===== src/rtl/divider_bank.sv =====
// Bank of CH programmable clock dividers/timers with periodic or one-shot mode.
// Optional DIVIDER_IRQ_EN adds per-channel sticky pending bits and an irq line.
module divider_bank #(
    parameter  int CH = 4,
    parameter  int W  = 8,
    localparam int CW = (CH > 1) ? $clog2(CH) : 1
) (
    input  logic            clk,
    input  logic            n_reset,
    input  logic [CH-1:0]   en,
    input  logic            wr,
    input  logic [CW-1:0]   wr_ch,
    input  logic [W-1:0]    wr_top,
    input  logic [W-1:0]    wr_duty,
    input  logic            wr_oneshot,
    output logic [CH-1:0]   tick,
    output logic [CH-1:0]   out,
    output logic [CH-1:0]   running,
    output logic [CH*W-1:0] count
`ifdef DIVIDER_IRQ_EN
    ,
    input  logic [CH-1:0]   irq_ack,
    output logic [CH-1:0]   irq_pending,
    output logic            irq
`endif
);

    logic [CH-1:0] w_sel;
    logic [CH-1:0] w_wrap;

    for (genvar c = 0; c < CH; c++) begin : g_ch
        logic [W-1:0] r_top;
        logic [W-1:0] r_duty;
        logic [W-1:0] r_count;
        logic         r_oneshot;
        logic         r_running;
        logic         r_tick;
        logic         r_out;

        // Out-of-range channel numbers never match any channel index.
        assign w_sel[c]  = wr && (int'(wr_ch) == c);
        assign w_wrap[c] = !w_sel[c] && r_running && en[c]
                           && (r_count == r_top);

        always_ff @(posedge clk or negedge n_reset) begin
            if (!n_reset) begin
                r_top     <= '0;
                r_duty    <= '0;
                r_count   <= '0;
                r_oneshot <= 1'b0;
                r_running <= 1'b0;
                r_tick    <= 1'b0;
                r_out     <= 1'b0;
            end else if (w_sel[c]) begin
                r_top     <= wr_top;
                r_duty    <= wr_duty;
                r_oneshot <= wr_oneshot;
                r_count   <= '0;
                r_out     <= 1'b0;
                r_tick    <= 1'b0;
                r_running <= 1'b1;
            end else if (r_running && en[c]) begin
                if (r_count == r_top) begin
                    r_count <= '0;
                    r_tick  <= 1'b1;
                    r_out   <= 1'b0;
                    if (r_oneshot) begin
                        r_running <= 1'b0;
                    end
                end else begin
                    r_count <= r_count + 1'b1;
                    r_tick  <= 1'b0;
                    if (r_count == r_duty) begin
                        r_out <= 1'b1;
                    end
                end
            end else begin
                r_tick <= 1'b0;
            end
        end

        assign tick[c]            = r_tick;
        assign out[c]             = r_out;
        assign running[c]         = r_running;
        assign count[c*W +: W]    = r_count;
    end

`ifdef DIVIDER_IRQ_EN
    logic [CH-1:0] r_pend;

    // A new tick outranks a same-cycle acknowledge.
    always_ff @(posedge clk or negedge n_reset) begin
        if (!n_reset) begin
            r_pend <= '0;
        end else begin
            r_pend <= w_wrap | (r_pend & ~irq_ack);
        end
    end

    assign irq_pending = r_pend;
    assign irq         = |r_pend;
`else
    logic w_unused;
    assign w_unused = |w_wrap;
`endif

endmodule


===== config.mk =====
export PLATFORM = sky130hd
export DESIGN_NAME = divider_bank
export DESIGN_NICKNAME = d
export VERILOG_FILES = /design/src/rtl/divider_bank.sv
export SDC_FILE = /design/constraint.sdc
export NUM_CORES = 1
export LEC_CHECK = 0
export BUFFER_PORTS_ARGS = -buffer_cell sky130_fd_sc_hd__buf_2
export CAP_MARGIN = 5
export CORE_MARGIN = 10
export CORE_UTILIZATION = 50
export CTS_BUF_LIST = sky130_fd_sc_hd__clkbuf_4
export CTS_CLUSTER_DIAMETER = 60
export CTS_CLUSTER_SIZE = 25
export DETAILED_ROUTE_END_ITERATION = 16
export HOLD_SLACK_MARGIN = 0.1
export MAX_ROUTING_LAYER = met4
export PLACE_DENSITY_LB_ADDON = 0.15
export SYNTH_ARGS = -nofsm -noshare
export SYNTH_HDL_FRONTEND = slang
export SYNTH_SLANG_ARGS = --single-unit

===== constraint.sdc =====
create_clock -name clk -period 1.7 [get_ports clk]
set_input_delay 0.17 -clock clk [delete_from_list [all_inputs] [get_ports clk]]
set_output_delay 0.17 -clock clk [all_outputs]
set_load 0.03 [all_outputs]

==> results.md, run 1 <==
* Maximum vdd drop at ~850 uV
* CTS H-Tree Depth at 3
* Drt first pass iters at 4
* Largest net degree at the start of global routing at slightly above 60
* Routed length per instance at 17.3 um
* Final Hold Fails at 0
* Commonest cells post-synth: 186 x nand2_1, 112 x dfrtp_1, 44 x xnor2_1, 40 x xor2_1, 28 x clkbuf_1
* Fin nets at just over 700
* CTS Root Cell: clkbuf_4
* Met3 Usage GRT at about 4.3%
* Vias in the first global route at roughly 4500
* CTS tree: done
* Critical path required time at between 2 and 2.5 ns
* Seq/Total Area, Yosys at 49.6%
* Status: finished clean
* Post-synth top flop: dfrtp_1
* Final Wtd Congestion at 0.928
* Cell taking the most area after synthesis: dfrtp_1
* PortBufs at slightly below 70
* Global routing usage on met1 at about a quarter
* Synth Area in Adders at less than 1%
* Mapped Nets at approximately 630
* XOR/XNOR Fraction of Synth Area at 13.0%
* Die W at roughly 130 um
* # rows at 38
* Share of the synthesized area in the top cell type at ~50%
* Worst slew margin at between 50% and 60%
* Synth Cell Area at 5650 um^2
* Area Growth Syn to Fin at 15.8%
* Largest family of logic cells by synthesized area: simple AND/OR/NAND/NOR gates
* Post-synth EDFFs at 0
* DRT iter0 DRCs at between 300 and 400
* Fmax at 0.639 GHz
* Startpoint types: register
* Post-Layout Cell Count at slightly above 800
* Fin area at 6540 um^2
* Most frequent cell after synthesis: nand2_1
* IO Pins at 70
* Clock sink total at 112
* Crit end category: register
* CP Max Fanout at 5
* Total power at 7.61 mW
* RSZ-0062 raised after global routing: false
* Syn Inst Count at between 500 and 600
* Period minus WS final at around 1.6 ns
* Pwr/cell area at between 1000 and 1500 nW/um^2
* Setup TNS Final at 0 ns
* Mux cell area share after synthesis at 3.39%
* CTS clock-pin slew for the worst setup and hold paths at roughly 0.15 ns
* Vias at roughly 4400
* DRT antenna net count at 0
* Synth Area in Compound Gates at about a tenth
* Setup violations, final at 0
* #FFs+latches synth at about 110
* Distinct cells, synth at between 40 and 50
* Setup Skew at around 0.011 ns
* Final Routed Wirelength at roughly 14000 um
* Critical path arrival at 1.93 ns
* Post-synthesis simple-gate area fraction at between 10% and 20%
* GRT overflow at 0
* Fraction of layout cells with a size suffix above 1 at 21.8%
* Clk buf depth at 2
* Lkg Pwr at 3.14 nW
* First-pass GRT wire length at around 24000 um
* Placed cells at about 780
* Met2 GRT Util at roughly 28%
* Die area at between 15000 and 20000 um^2
* Max-cap check violation count at 0
* Die Y at 126 um
* Min-delay worst type: input port to register
* Dominant cells by area after synthesis: dfrtp_1 50%, nand2_1 12%, xnor2_1 6.8%, xor2_1 6.2%, mux2_2 3.4%
* Max Slew Vio Count at 0
* Most Crowded Layer GR: met2
* Total GRT Usage at 18.7%
* Initial antenna violation count at 0
* Vias per cell at around 5.4
* Ys Warns at 0
* Worst-Margin Slew at 0.664 ns
* N_diodes at 0
* Clock Latency Late Sink at ~0.47 ns
* Number of remaining DRC errors at 0
* Asr flop ratio synth at 100%
* Ratio of final minimum period to clock period at between 90% and 100%
* Final HPWL DP at between 10000 and 15000 um
* Core ar. at about 11000 um^2
* Fin Hold WS at approximately 0.17 ns
* Cts bufs inserted at 9
* Initial Util at between 50% and 60%
* CP Class: register to register
* Post-DP Area at between 6000 and 7000 um^2
* Synthesized area per cell at 9.49 um^2
where the power goes:
part           switching (mW)  internal, mW
logic                    1.54          1.09
registers               0.531          3.15
clock network           0.834         0.470
total                    2.90          4.70
placed cells by master, fill, tap and decap left out, types with 9 or more instances in the layout:
master | netlist | layout
a211oi_1 | 20 | 20
a21oi_1 | 15 | 15
buf_2 | 8 | 68
buf_4 | 12 | 35
clkbuf_4 | 0 | 11
dfrtp_1 | 112 | 110
dlygate4sd3_1 | 0 | 22
mux2_2 | 17 | 17
nand2_1 | 186 | 186
nand3_1 | 10 | 10
nand4_1 | 10 | 10
nor2_1 | 12 | 9
nor4_1 | 12 | 12
o21ai_0 | 11 | 11
xnor2_1 | 44 | 44
xor2_1 | 40 | 40
worst max-delay path, cell delays in order (launching register included):
cell and delay (ns):
dfrtp_2 0.44, xor2_1 0.17, nor4_2 0.48, a31o_2 0.29
o32ai_1 0.09
layout make-up:
type	instances	area, um^2
Clock buffer	11	82.6
Clock inverter	5	47.5
Fill cell	964	4400
Inverter	1	3.75
Multi-Input combinational cell	425	2580
Sequential cell	112	2810
Tap cell	140	175
Timing Repair Buffer	126	843
routing by layer:
metal	share of wire (%)	wire (um)
met1	47	6680
met2	47	6620
met3	4.8	680
met4	1.5	208
met5	0	0
state kept, by name, summed over array words and instances (netlist names):
name and cells:
g_ch.r_count 32, g_ch.r_duty 32, g_ch.r_oneshot 4, g_ch.r_out 4
g_ch.r_running 4, g_ch.r_tick 4, g_ch.r_top 32
worst paths after layout:
kind	cells after the start	startpoint	to	slack [ns]
worst min-delay path	3	wr_ch[1]	g_ch[2].r_running$_DFFE_PN0P_	0.17
worst min register to register	2	g_ch[1].r_oneshot$_DFFE_PN0P_	g_ch[1].r_oneshot$_DFFE_PN0P_	0.50
min in group asynchronous	3	n_reset	g_ch[1].r_duty[2]$_DFFE_PN0P_	0.24
max in group asynchronous	3	n_reset	g_ch[2].r_duty[3]$_DFFE_PN0P_	0.40
worst max-delay path	4	g_ch[0].r_count[2]$_DFFE_PN0P_	g_ch[0].r_out$_DFFE_PN0P_	0.13
worst max register to register	4	g_ch[0].r_count[2]$_DFFE_PN0P_	g_ch[0].r_out$_DFFE_PN0P_	0.13
what timing repair did:
item                                    CTS  global route
gates resized for setup                   0             3
endpoints found under the setup margin    0            13
setup buffers                             0             0
hold buffers                             22             0
endpoints found under the hold margin   185             0
logic make-up (layout without fill, tap and decap cells):
kind of cell,count (synthesis),after routing
compound gates,75,75
simple gates,245,245
buf+inv,58,143
flops,112,112
fa+ha+maj,4,4
mux,17,17
xor+xnor,84,84
stage by stage:
step	setup WS [ns]	util (%)
2_1_floorplan	0.0342	-
3_3_place_gp	0.0673	56.5
3_5_place_dp	0.0451	56.5
4_1_cts	0.0309	59.7
5_1_grt	0.00115	59.8
6_report	0.134	59.8
No activity file was read; power rests on OpenSTA's default activity.
==> run 2, diff against run 1 <==
RECOVER_POWER = 25   (was default)
==> run 2 against run 1 <==
Wire length decreased by 0.32%. Fmax increased by 0.11%. Cell count unchanged. Combinational power about the same. Sequential power about the same. Critical endpoint is now g_ch[3].r_count[4]$_DFFE_PN0P_.
==> results.md, run 2 (synthesized netlist as in run 1, its figures left out) <==
* Status: finished clean
* Worst slew margin at 44.8% (-11 points)
* Clock sink total at 112 (unchanged)
* Routed length per instance at 17.3 um (-0.32%)
* Worst R2R Setup Slack at 0.14 ns (about the same)
* Cell Int Power at 4.70 mW (-0.15%)
* Critical path arrival at 1.92 ns (about the same)
* Worst-Margin Slew at 0.828 ns (+0.164 ns)
* CTS tree: done
* Final Wtd Congestion at 0.928 (unchanged)
* PortBufs at 69 (unchanged)
* Vias in the first global route at 4518 (unchanged)
* Clk buf depth at 2 (unchanged)
* Switching Share at 38.1% (about the same)
* Final Routed Wirelength at 14100 um (-0.32%)
* Clock Latency Late Sink at 0.47 ns (about the same)
* Fmax at 0.639 GHz (+0.11%)
* Die W at 126 um (unchanged)
* Setup violations, final at 0 (unchanged)
* Period minus WS final at 1.56 ns (-0.00177 ns)
* Number of remaining DRC errors at 0 (unchanged)
* Final HPWL DP at 10300 um (unchanged)
* # rows at 38 (unchanged)
* Final setup margin at 0.136 ns (+0.00177 ns)
* Initial Util at 51.6% (unchanged)
* Reg area at 2810 um^2 (unchanged)
* Worst reg2reg endpoint: g_ch[3].r_count[4]$_DFFE_PN0P_
* Max-cap check violation count at 0 (unchanged)
* CTS clock-pin slew for the worst setup and hold paths at 0.15 ns (about the same)
* CP Max Fanout at 7 (+2)
* Maximum vdd drop at 844 uV (-0.48%)
* Die Y at 126 um (unchanged)
* Crit end category: register
* Vias at 4406 (unchanged)
* Critical path endpoint: g_ch[3].r_count[4]$_DFFE_PN0P_
* CTS H-Tree Depth at 3 (unchanged)
* Total GRT Usage at 18.7% (unchanged)
* # fillers at 969 (+0.52%)
* Top flop regs: g_ch.r_count (32), g_ch.r_duty (32), g_ch.r_top (32)
* Largest net degree at the start of global routing at 62 (unchanged)
* Drt first pass iters at 4 (unchanged)
* Startpoint types: register
* Setup TNS Final at 0 ns (unchanged)
* Postcts setup bufs at 0 (unchanged)
* Setup WS pre-CTS at 0.0451 ns (unchanged)
* N_diodes at 0 (unchanged)
* Vias per cell at 5.37 (unchanged)
* Most frequent cells in the layout: 186 x nand2_1, 110 x dfrtp_1, 68 x buf_2
* IO Pins at 70 (unchanged)
* RR Startpoint: g_ch[3].r_count[0]$_DFFE_PN0P_
* Logic pwr share at 34.5% (about the same)
* Critical path required time at 2.05 ns (about the same)
* Min-delay worst type: input port to register
* Sw power at 2.90 mW (-0.20%)
* Setup Skew at 0.0102 ns (-0.000987 ns)
* Pwr/cell area at 1170 nW/um^2 (+0.18%)
* CTS Root Cell: clkbuf_4
* RSZ-0062 raised after global routing: false
* DRT antenna net count at 0 (unchanged)
* Commonest non-fill, non-tap cell in the layout: nand2_1
* Core ar. at 10900 um^2 (unchanged)
* DRT iter0 DRCs at 368 (+4.2%)
* Lkg Pwr at 3.13 nW (-0.40%)
* Area Growth Syn to Fin at 15.4%
* Fin nets at 705 (unchanged)
* Die area at 15900 um^2 (unchanged)
* Cts bufs inserted at 9 (unchanged)
* Post-DP Area at 6180 um^2 (unchanged)
* CP Class: register to register
* Final Hold Fails at 0 (unchanged)
* Worst-case reg-to-reg path depth at 4 (unchanged)
* Max Slew Vio Count at 0 (unchanged)
* Clock Power Share at 17.1% (about the same)
* GRT overflow at 0 (unchanged)
* Reg power frac at 48.4% (about the same)
* Fraction of layout cells with a size suffix above 1 at 21.5% (-0.29 points)
* Initial antenna violation count at 0 (unchanged)
* Critical Path Source: g_ch[3].r_count[0]$_DFFE_PN0P_
* Fin area at 6520 um^2 (-0.34%)
* Hold depth at 3 (unchanged)
* First-pass GRT wire length at 23800 um (unchanged)
* Ratio of final minimum period to clock period at 92.0% (-0.10 points)
* Multi-input gate area at 2580 um^2 (unchanged)
==> run 2: critical path: stages (launching register included) <==
cell	delay, ns
dfrtp_1	0.52
xnor2_1	0.21
nand4_1	0.27
nor2_2	0.33
a211oi_1	0.13
==> run 2: metrics by stage <==
step	hold WS (ns)	utilization, %	std cells	power, mW
detailed placement	0.0591	56.5	782	6.33
global route	0.148	59.6	820	8.10
floorplan	-0.126	-	595	5.49
global placement	0.0586	56.5	782	6.27
CTS	0.126	59.7	820	7.68
finish	0.166	59.6	820	7.60
==> run 2: power by group through the flow <==
| stage | logic (mW) | registers [mW] | clock network, mW |
|---|---|---|---|
| CTS | 2.65 | 3.68 | 1.35 |
| global route | 2.90 | 3.76 | 1.44 |
| floorplan | 1.63 | 3.86 | 0 |
| detailed placement | 2.59 | 3.73 | 0 |
| global placement | 2.56 | 3.72 | 0 |
| finish | 2.62 | 3.68 | 1.30 |
==> run 2: layout make-up <==
type | count | area share [%]
Clock buffer | 11 | 1.27
Clock inverter | 5 | 0.730
Inverter | 1 | 0.0576
Multi-Input combinational cell | 425 | 39.6
Sequential cell | 112 | 43.1
Tap cell | 140 | 2.69
Timing Repair Buffer | 126 | 12.6
==> run 2: how the worst min path moves through the flow <==
stage / start / endpoint
after floorplan: n_reset / g_ch[0].r_count[0]$_DFFE_PN0P_
after global placement: n_reset / g_ch[2].r_count[4]$_DFFE_PN0P_
after detailed placement: n_reset / g_ch[2].r_count[2]$_DFFE_PN0P_
after CTS: wr / g_ch[2].r_running$_DFFE_PN0P_
after global routing: wr / g_ch[2].r_running$_DFFE_PN0P_
final: wr_ch[1] / g_ch[2].r_running$_DFFE_PN0P_
==> run 2: per-layer routing <==
layer | vias up | GRT usage, % | part of all wire (%)
met5 | - | - | 0
met4 | 0 | 5.02 | 1.0
met3 | 10 | 4.32 | 4.7
met2 | 93 | 28.3 | 48
met1 | 2171 | 24.8 | 47
li1 | 2132 | - | -
==> run 2: repair_timing <==
item / 4_1_cts / 5_1_grt
setup endpoints to repair: 0 / 13
hold buffers: 22 / 0
resized for setup: 0 / 3
hold endpoints to repair: 185 / 0
